### src/rtl/mem_ctrl_pkg.sv
// Shared constants and types for the cache-to-byte-RAM memory controller.
package mem_ctrl_pkg;

  localparam int unsigned BYTES_PER_WORD = 4;
  localparam int unsigned WORD_W         = 32;
  localparam int unsigned MASK_W         = 4;

  localparam logic [1:0] RW_READ  = 2'b01;
  localparam logic [1:0] RW_WRITE = 2'b10;

  typedef enum logic [1:0] {
    ST_IDLE  = 2'd0,
    ST_READ  = 2'd1,
    ST_WRITE = 2'd2
  } state_e;

  typedef struct packed {
    logic              rd;
    logic [WORD_W-1:0] addr;
    logic [WORD_W-1:0] data;
    logic [MASK_W-1:0] mask;
  } req_t;

endpackage

### src/rtl/mem_req_slot.sv
// One-deep request latch for a cache port; frees itself on that port's done pulse.
module mem_req_slot
  import mem_ctrl_pkg::*;
(
  input  logic              clk,
  input  logic              rst,
  input  logic [1:0]        rw_flag,
  input  logic [WORD_W-1:0] addr,
  input  logic [WORD_W-1:0] write_data,
  input  logic [MASK_W-1:0] write_mask,
  input  logic              clr,
  output logic              pend_c,
  output logic              pend_rd_c,
  output logic              valid_nxt_c,
  output req_t              req
);

  req_t req_q, req_d;
  logic valid_q, valid_d;
  logic flag_any, flag_rd, load;

  always_comb begin
    flag_any = (rw_flag & (RW_READ | RW_WRITE)) != 2'b00;
    flag_rd  = (rw_flag & RW_READ) != 2'b00;
    load     = flag_any && (!valid_q || clr);
    valid_d  = valid_q;
    req_d    = req_q;
    if (load) begin
      valid_d    = 1'b1;
      req_d.rd   = flag_rd;
      req_d.addr = addr;
      req_d.data = write_data;
      req_d.mask = write_mask;
    end else if (clr) begin
      valid_d = 1'b0;
    end
  end

  always_ff @(posedge clk) begin
    if (rst) begin
      valid_q <= 1'b0;
      req_q   <= '0;
    end else begin
      valid_q <= valid_d;
      req_q   <= req_d;
    end
  end

  // An empty slot presents the incoming pulse directly; a completing slot is not eligible.
  assign pend_c      = valid_q ? !clr : flag_any;
  assign pend_rd_c   = valid_q ? req_q.rd : flag_rd;
  assign valid_nxt_c = valid_d;
  assign req         = req_q;

endmodule

### src/rtl/mem_ctrl.sv
// Two-port round-robin controller serialising word requests onto a byte-wide synchronous RAM.
module mem_ctrl
  import mem_ctrl_pkg::*;
#(
  parameter int unsigned RAM_ADDR_BIT = 17
) (
  input  logic                    clk,
  input  logic                    rst,
  input  logic [1:0]              rw_flag_0,
  input  logic [1:0]              rw_flag_1,
  input  logic [31:0]             addr_0,
  input  logic [31:0]             addr_1,
  input  logic [31:0]             write_data_0,
  input  logic [31:0]             write_data_1,
  input  logic [3:0]              write_mask_0,
  input  logic [3:0]              write_mask_1,
  output logic [31:0]             read_data_0,
  output logic [31:0]             read_data_1,
  output logic                    busy_0,
  output logic                    busy_1,
  output logic                    done_0,
  output logic                    done_1,
  output logic [RAM_ADDR_BIT-1:0] ram_addr,
  output logic [7:0]              ram_din,
  output logic                    ram_we,
  input  logic [7:0]              ram_dout
);

  state_e      state_q, state_d;
  logic [2:0]  cnt_q, cnt_d;
  logic        sel_q, sel_d;
  logic        last_grant_q, last_grant_d;
  logic [23:0] rbuf_q, rbuf_d;
  logic [31:0] rdata0_q, rdata0_d, rdata1_q, rdata1_d;
  logic        done0_q, done0_d, done1_q, done1_d;
  logic        busy0_q, busy0_d, busy1_q, busy1_d;
  logic        grant;

  logic pend0, pend1, pend_rd0, pend_rd1, vnxt0, vnxt1;
  req_t req0, req1, cur;
  logic active;
  logic unused_addr_bits;

  mem_req_slot u_slot0 (
    .clk(clk), .rst(rst), .rw_flag(rw_flag_0), .addr(addr_0),
    .write_data(write_data_0), .write_mask(write_mask_0), .clr(done0_q),
    .pend_c(pend0), .pend_rd_c(pend_rd0), .valid_nxt_c(vnxt0), .req(req0)
  );

  mem_req_slot u_slot1 (
    .clk(clk), .rst(rst), .rw_flag(rw_flag_1), .addr(addr_1),
    .write_data(write_data_1), .write_mask(write_mask_1), .clr(done1_q),
    .pend_c(pend1), .pend_rd_c(pend_rd1), .valid_nxt_c(vnxt1), .req(req1)
  );

  assign cur = sel_q ? req1 : req0;

  always_comb begin
    state_d      = state_q;
    cnt_d        = cnt_q;
    sel_d        = sel_q;
    last_grant_d = last_grant_q;
    rbuf_d       = rbuf_q;
    rdata0_d     = rdata0_q;
    rdata1_d     = rdata1_q;
    done0_d      = 1'b0;
    done1_d      = 1'b0;
    grant        = 1'b0;
    case (state_q)
      ST_IDLE: begin
        if (pend0 || pend1) begin
          grant        = (pend0 && pend1) ? !last_grant_q : pend1;
          sel_d        = grant;
          last_grant_d = grant;
          cnt_d        = 3'd0;
          state_d      = (grant ? pend_rd1 : pend_rd0) ? ST_READ : ST_WRITE;
        end
      end
      ST_READ: begin
        cnt_d = cnt_q + 3'd1;
        // RAM data trails the address by one cycle, so byte k arrives at cnt k+1.
        case (cnt_q)
          3'd1:    rbuf_d[7:0]   = ram_dout;
          3'd2:    rbuf_d[15:8]  = ram_dout;
          3'd3:    rbuf_d[23:16] = ram_dout;
          default: ;
        endcase
        if (cnt_q == 3'(BYTES_PER_WORD)) begin
          if (sel_q) rdata1_d = {ram_dout, rbuf_q};
          else       rdata0_d = {ram_dout, rbuf_q};
          done0_d = !sel_q;
          done1_d = sel_q;
          state_d = ST_IDLE;
        end
      end
      ST_WRITE: begin
        cnt_d = cnt_q + 3'd1;
        if (cnt_q == 3'(BYTES_PER_WORD - 1)) begin
          done0_d = !sel_q;
          done1_d = sel_q;
          state_d = ST_IDLE;
        end
      end
      default: state_d = ST_IDLE;
    endcase
    busy0_d = vnxt0 && !done0_d;
    busy1_d = vnxt1 && !done1_d;
  end

  always_ff @(posedge clk) begin
    if (rst) begin
      state_q      <= ST_IDLE;
      cnt_q        <= 3'd0;
      sel_q        <= 1'b0;
      last_grant_q <= 1'b1;
      rbuf_q       <= '0;
      rdata0_q     <= '0;
      rdata1_q     <= '0;
      done0_q      <= 1'b0;
      done1_q      <= 1'b0;
      busy0_q      <= 1'b0;
      busy1_q      <= 1'b0;
    end else begin
      state_q      <= state_d;
      cnt_q        <= cnt_d;
      sel_q        <= sel_d;
      last_grant_q <= last_grant_d;
      rbuf_q       <= rbuf_d;
      rdata0_q     <= rdata0_d;
      rdata1_q     <= rdata1_d;
      done0_q      <= done0_d;
      done1_q      <= done1_d;
      busy0_q      <= busy0_d;
      busy1_q      <= busy1_d;
    end
  end

  // RAM side is decoded from registered state; reset blanks it immediately.
  always_comb begin
    active   = !rst && (state_q != ST_IDLE) && (cnt_q < 3'(BYTES_PER_WORD));
    ram_addr = '0;
    ram_din  = 8'h00;
    ram_we   = 1'b0;
    if (active) begin
      ram_addr = {cur.addr[RAM_ADDR_BIT-1:2], cnt_q[1:0]};
      if (state_q == ST_WRITE) begin
        ram_din = 8'(cur.data >> {cnt_q[1:0], 3'b000});
        ram_we  = cur.mask[cnt_q[1:0]];
      end
    end
  end

  assign unused_addr_bits = ^{cur.addr[31:RAM_ADDR_BIT], cur.addr[1:0]};

  assign read_data_0 = rdata0_q;
  assign read_data_1 = rdata1_q;
  assign done_0      = done0_q;
  assign done_1      = done1_q;
  assign busy_0      = busy0_q;
  assign busy_1      = busy1_q;

endmodule

### config.mk
export PLATFORM = sky130hd
export DESIGN_NAME = mem_ctrl
export DESIGN_NICKNAME = d
export VERILOG_FILES = /design/src/rtl/mem_ctrl_pkg.sv /design/src/rtl/mem_req_slot.sv /design/src/rtl/mem_ctrl.sv
export SDC_FILE = /design/constraint.sdc
export NUM_CORES = 1
export LEC_CHECK = 0
export CAP_MARGIN = 20
export CELL_PAD_IN_SITES_DETAIL_PLACEMENT = 1
export CELL_PAD_IN_SITES_GLOBAL_PLACEMENT = 2
export CORE_ASPECT_RATIO = 0.6
export CORE_UTILIZATION = 28
export CTS_CLUSTER_DIAMETER = 30
export DETAILED_ROUTE_END_ITERATION = 10
export PLACE_DENSITY = 0.94
export SYNTH_ARGS = -nofsm -noshare
export SYNTH_HDL_FRONTEND = slang
export SYNTH_SLANG_ARGS = --single-unit
### constraint.sdc
create_clock -name clk -period 5.9 [get_ports clk]
set_clock_uncertainty 0.2 [all_clocks]
set_input_delay 1.475 -clock clk [delete_from_list [all_inputs] [get_ports clk]]
set_output_delay 1.475 -clock clk [all_outputs]
set_load 0.005 [all_outputs]
==> impl_metrics.ini <==
[place]
portBuffers = 209
gp_congestion = 0.7886
dp_slack_ps = 1269
dp.cells = 1532
placed_area_mm2 = 0.01055
post-dp-hpwl_um = 19940

[die]
core_area_mm2 = 0.02805
die_w_um = 222.0
die_area_mm2 = 0.02974
die_height_um = 134.0
initial_core_util = 0.2898
std_cell_rows = 47
io_pins = 244

[clocking]
clkSinkCount = 205
cts_resized = 0
cts_tree = done
numCtsBuffers = 39
path_clk_slew_ps = 40
ctsHoldBuffers = 0
cts_setup_buffers = 0
htreeDepth = 2
clockBufferDepth = 3
clockRootBuffer = clkbuf_16
clk_latency_ps = 520

[synth]
synth_area_mm2 = 0.008129
synth_cell_type_count = 33
synth_seq_cells = 205
synth-seq-area-share = 0.5048
syn_avg_cell_area_um2 = 8.009
synth_nets = 1173
synth_cells = 1015
ys_warn_count = 0

[routing]
vias = 7725
wirelength_um = 29280
drcViolationCount = 0
post_drt_via_cell_ratio = 4.819
wire_per_inst_um = 18.27
drt.antenna.violating_nets = 0
drtPass1Iterations = 7
drt_iter0_markers = 462

[worst_setup_path]
critical_path_class = input pin to output pin
critPathRequiredTime_ps = 4220
crit_family = buffers and inverters
crit_slowest_cell = clkdlybuf4s50_1
arrival_ps = 2940
crit_path_cell_trace = buf_6 -> or3_1 -> buf_4 -> nor2_1 -> clkdlybuf4s50_1
cp_max_fo = 42
start_kind = input pin
critical-path-max-stage-delay_ps = 530
path_buf_inv = 3
crit_path_end_kind = output pin

[finish]
syn_to_final_growth_pct = 47.51
nNetsFinal = 1364
layout-drive-gt1-share = 0.09393
post-route-cell-area_mm2 = 0.01199
layoutNonFillerInstCount = 1603
final_cell_mix = nand2_1 (384), clkdlybuf4s50_1 (208), a21oi_1 (205)
final_common_cell = nand2_1

[power]
max-vdd-ir-drop_uv = 142.2
p_per_area_mw_per_mm2 = 384.4
leakage_nw = 4.195
totalPowerFinal_mw = 4.610

[global_routing]
antenna_found_initial = 1
overflow = 0
grt_max_degree = 89
grt_pass1_wl_um = 45730
track_usage = 0.1968
grt_pass1_vias = 8072

[sta]
period_share = 0.7823
tns_ps = 0
postLayoutSetupSlackWorst_ps = 1285
max_slew_margin = 0.3667
rsz0062_at_grt = false
tightestPinTransition_ps = 949.9
hold_viol = 0
finalCriticalPeriod_ps = 4615
slew_violations = 0
setup_viol_count_final = 0
fmax_mhz = 216.7

[run_status]
status = finished clean

[worst_hold_path]
min_path_type = register to register

[run]
maxCapViolCount = 0
==> state kept, by name, indices dropped and copies added, names as in the netlist, 2 cells and up <==
name / count
u_slot1.req: 52
u_slot0.req: 52
read_data_0: 32
read_data_1: 32
rbuf_q: 24
cnt_q: 3
state_q: 2
==> metal layers <==
layer,part of all wire,GRT usage,routed length [µm]
met5,0.00044,0,13
met2,0.42,0.2945,12370
met1,0.50,0.2797,14510
met4,0.013,0.04591,370
met3,0.069,0.05389,2015
==> where the power goes <==
| part | internal (mW) | switching, mW |
|---|---|---|
| sequential | 1.45 | 0.0702 |
| clock | 1.66 | 0.767 |
| combinational | 0.291 | 0.364 |
==> cells by family after synthesis <==
kind of cell	after synthesis	share of synthesized area
buffers and inverters	81	0.03909
muxes	37	0.07342
and+or+nand+nor	459	0.2232
DFF	205	0.5048
AOI/OAI and AO/OA	225	0.1471
adders and majority gates	8	0.01231
==> path summary, 6_finish.rpt <==
| check | startpoint | end | slack (ps) | cells past startpoint |
|---|---|---|---|---|
| min reg2reg | read_data_0[8]$_SDFFE_PP0P_ | read_data_0[8]$_SDFFE_PP0P_ | 250 | 2 |
| min | read_data_0[8]$_SDFFE_PP0P_ | read_data_0[8]$_SDFFE_PP0P_ | 250 | 2 |
| max | rst | ram_addr[16] | 1280 | 5 |
| max reg2reg | cnt_q[1]$_SDFFE_PP0P_ | read_data_0[31]$_SDFFE_PP0P_ | 2990 | 7 |
==> area by class of cell <==
class	count	area (µm²)
clock buffers	47	1087
inverters	6	22.52
fillers	3286	16060
diodes	1	2.502
flip-flops and latches	205	4105
well taps	367	459.2
repair buffers	225	2226
clock inverters	23	351.6
multi-input cells	729	3737
==> stage by stage <==
| step | hold WS [ps] | utilization |
|---|---|---|
| 2_1_floorplan | 233.1 | - |
| 3_3_place_gp | 239.2 | 0.3754 |
| 3_5_place_dp | 246.8 | 0.3761 |
| 4_1_cts | 253.3 | 0.4274 |
| 5_1_grt | 269.1 | 0.4274 |
| 6_report | 251.2 | 0.4275 |
==> worst register-to-register path: stages (launching register included) <==
cell      delay [ps]
dfxtp_1          630
inv_1            360
ha_1             330
nand3_1          180
nand2b_1         460
buf_4            380
nand2_1          100
a21oi_1          180
==> synthesized netlist by cell type <==
library cell | number | area share
o32ai_1 | 1 | 0.0011
o221ai_1 | 1 | 0.0011
o21ai_0 | 4 | 0.0025
clkbuf_1 | 69 | 0.032
nand2_1 | 384 | 0.18
mux2_1 | 1 | 0.0014
inv_1 | 6 | 0.0028
mux2i_1 | 18 | 0.022
a21oi_1 | 205 | 0.13
or3_4 | 1 | 0.0014
nor2_1 | 26 | 0.012
dfxtp_1 | 205 | 0.50
nand4_1 | 1 | 0.00077
ha_1 | 8 | 0.012
mux4_2 | 18 | 0.050
nor3_2 | 1 | 0.0012
nand3_1 | 29 | 0.018
buf_6 | 1 | 0.0014
buf_2 | 5 | 0.0031
o32ai_2 | 1 | 0.0020
o221a_2 | 1 | 0.0014
nand3b_1 | 1 | 0.00092
nor2b_1 | 3 | 0.0023
o22ai_1 | 1 | 0.00077
o21a_1 | 4 | 0.0037
a221o_1 | 1 | 0.0012
nand2b_1 | 5 | 0.0038
nor3_1 | 4 | 0.0025
and2_1 | 3 | 0.0023
a22oi_1 | 3 | 0.0028
o21ai_1 | 2 | 0.0012
a311oi_4 | 1 | 0.0032
or3_1 | 1 | 0.00077
(Power assumes the default switching activity.)
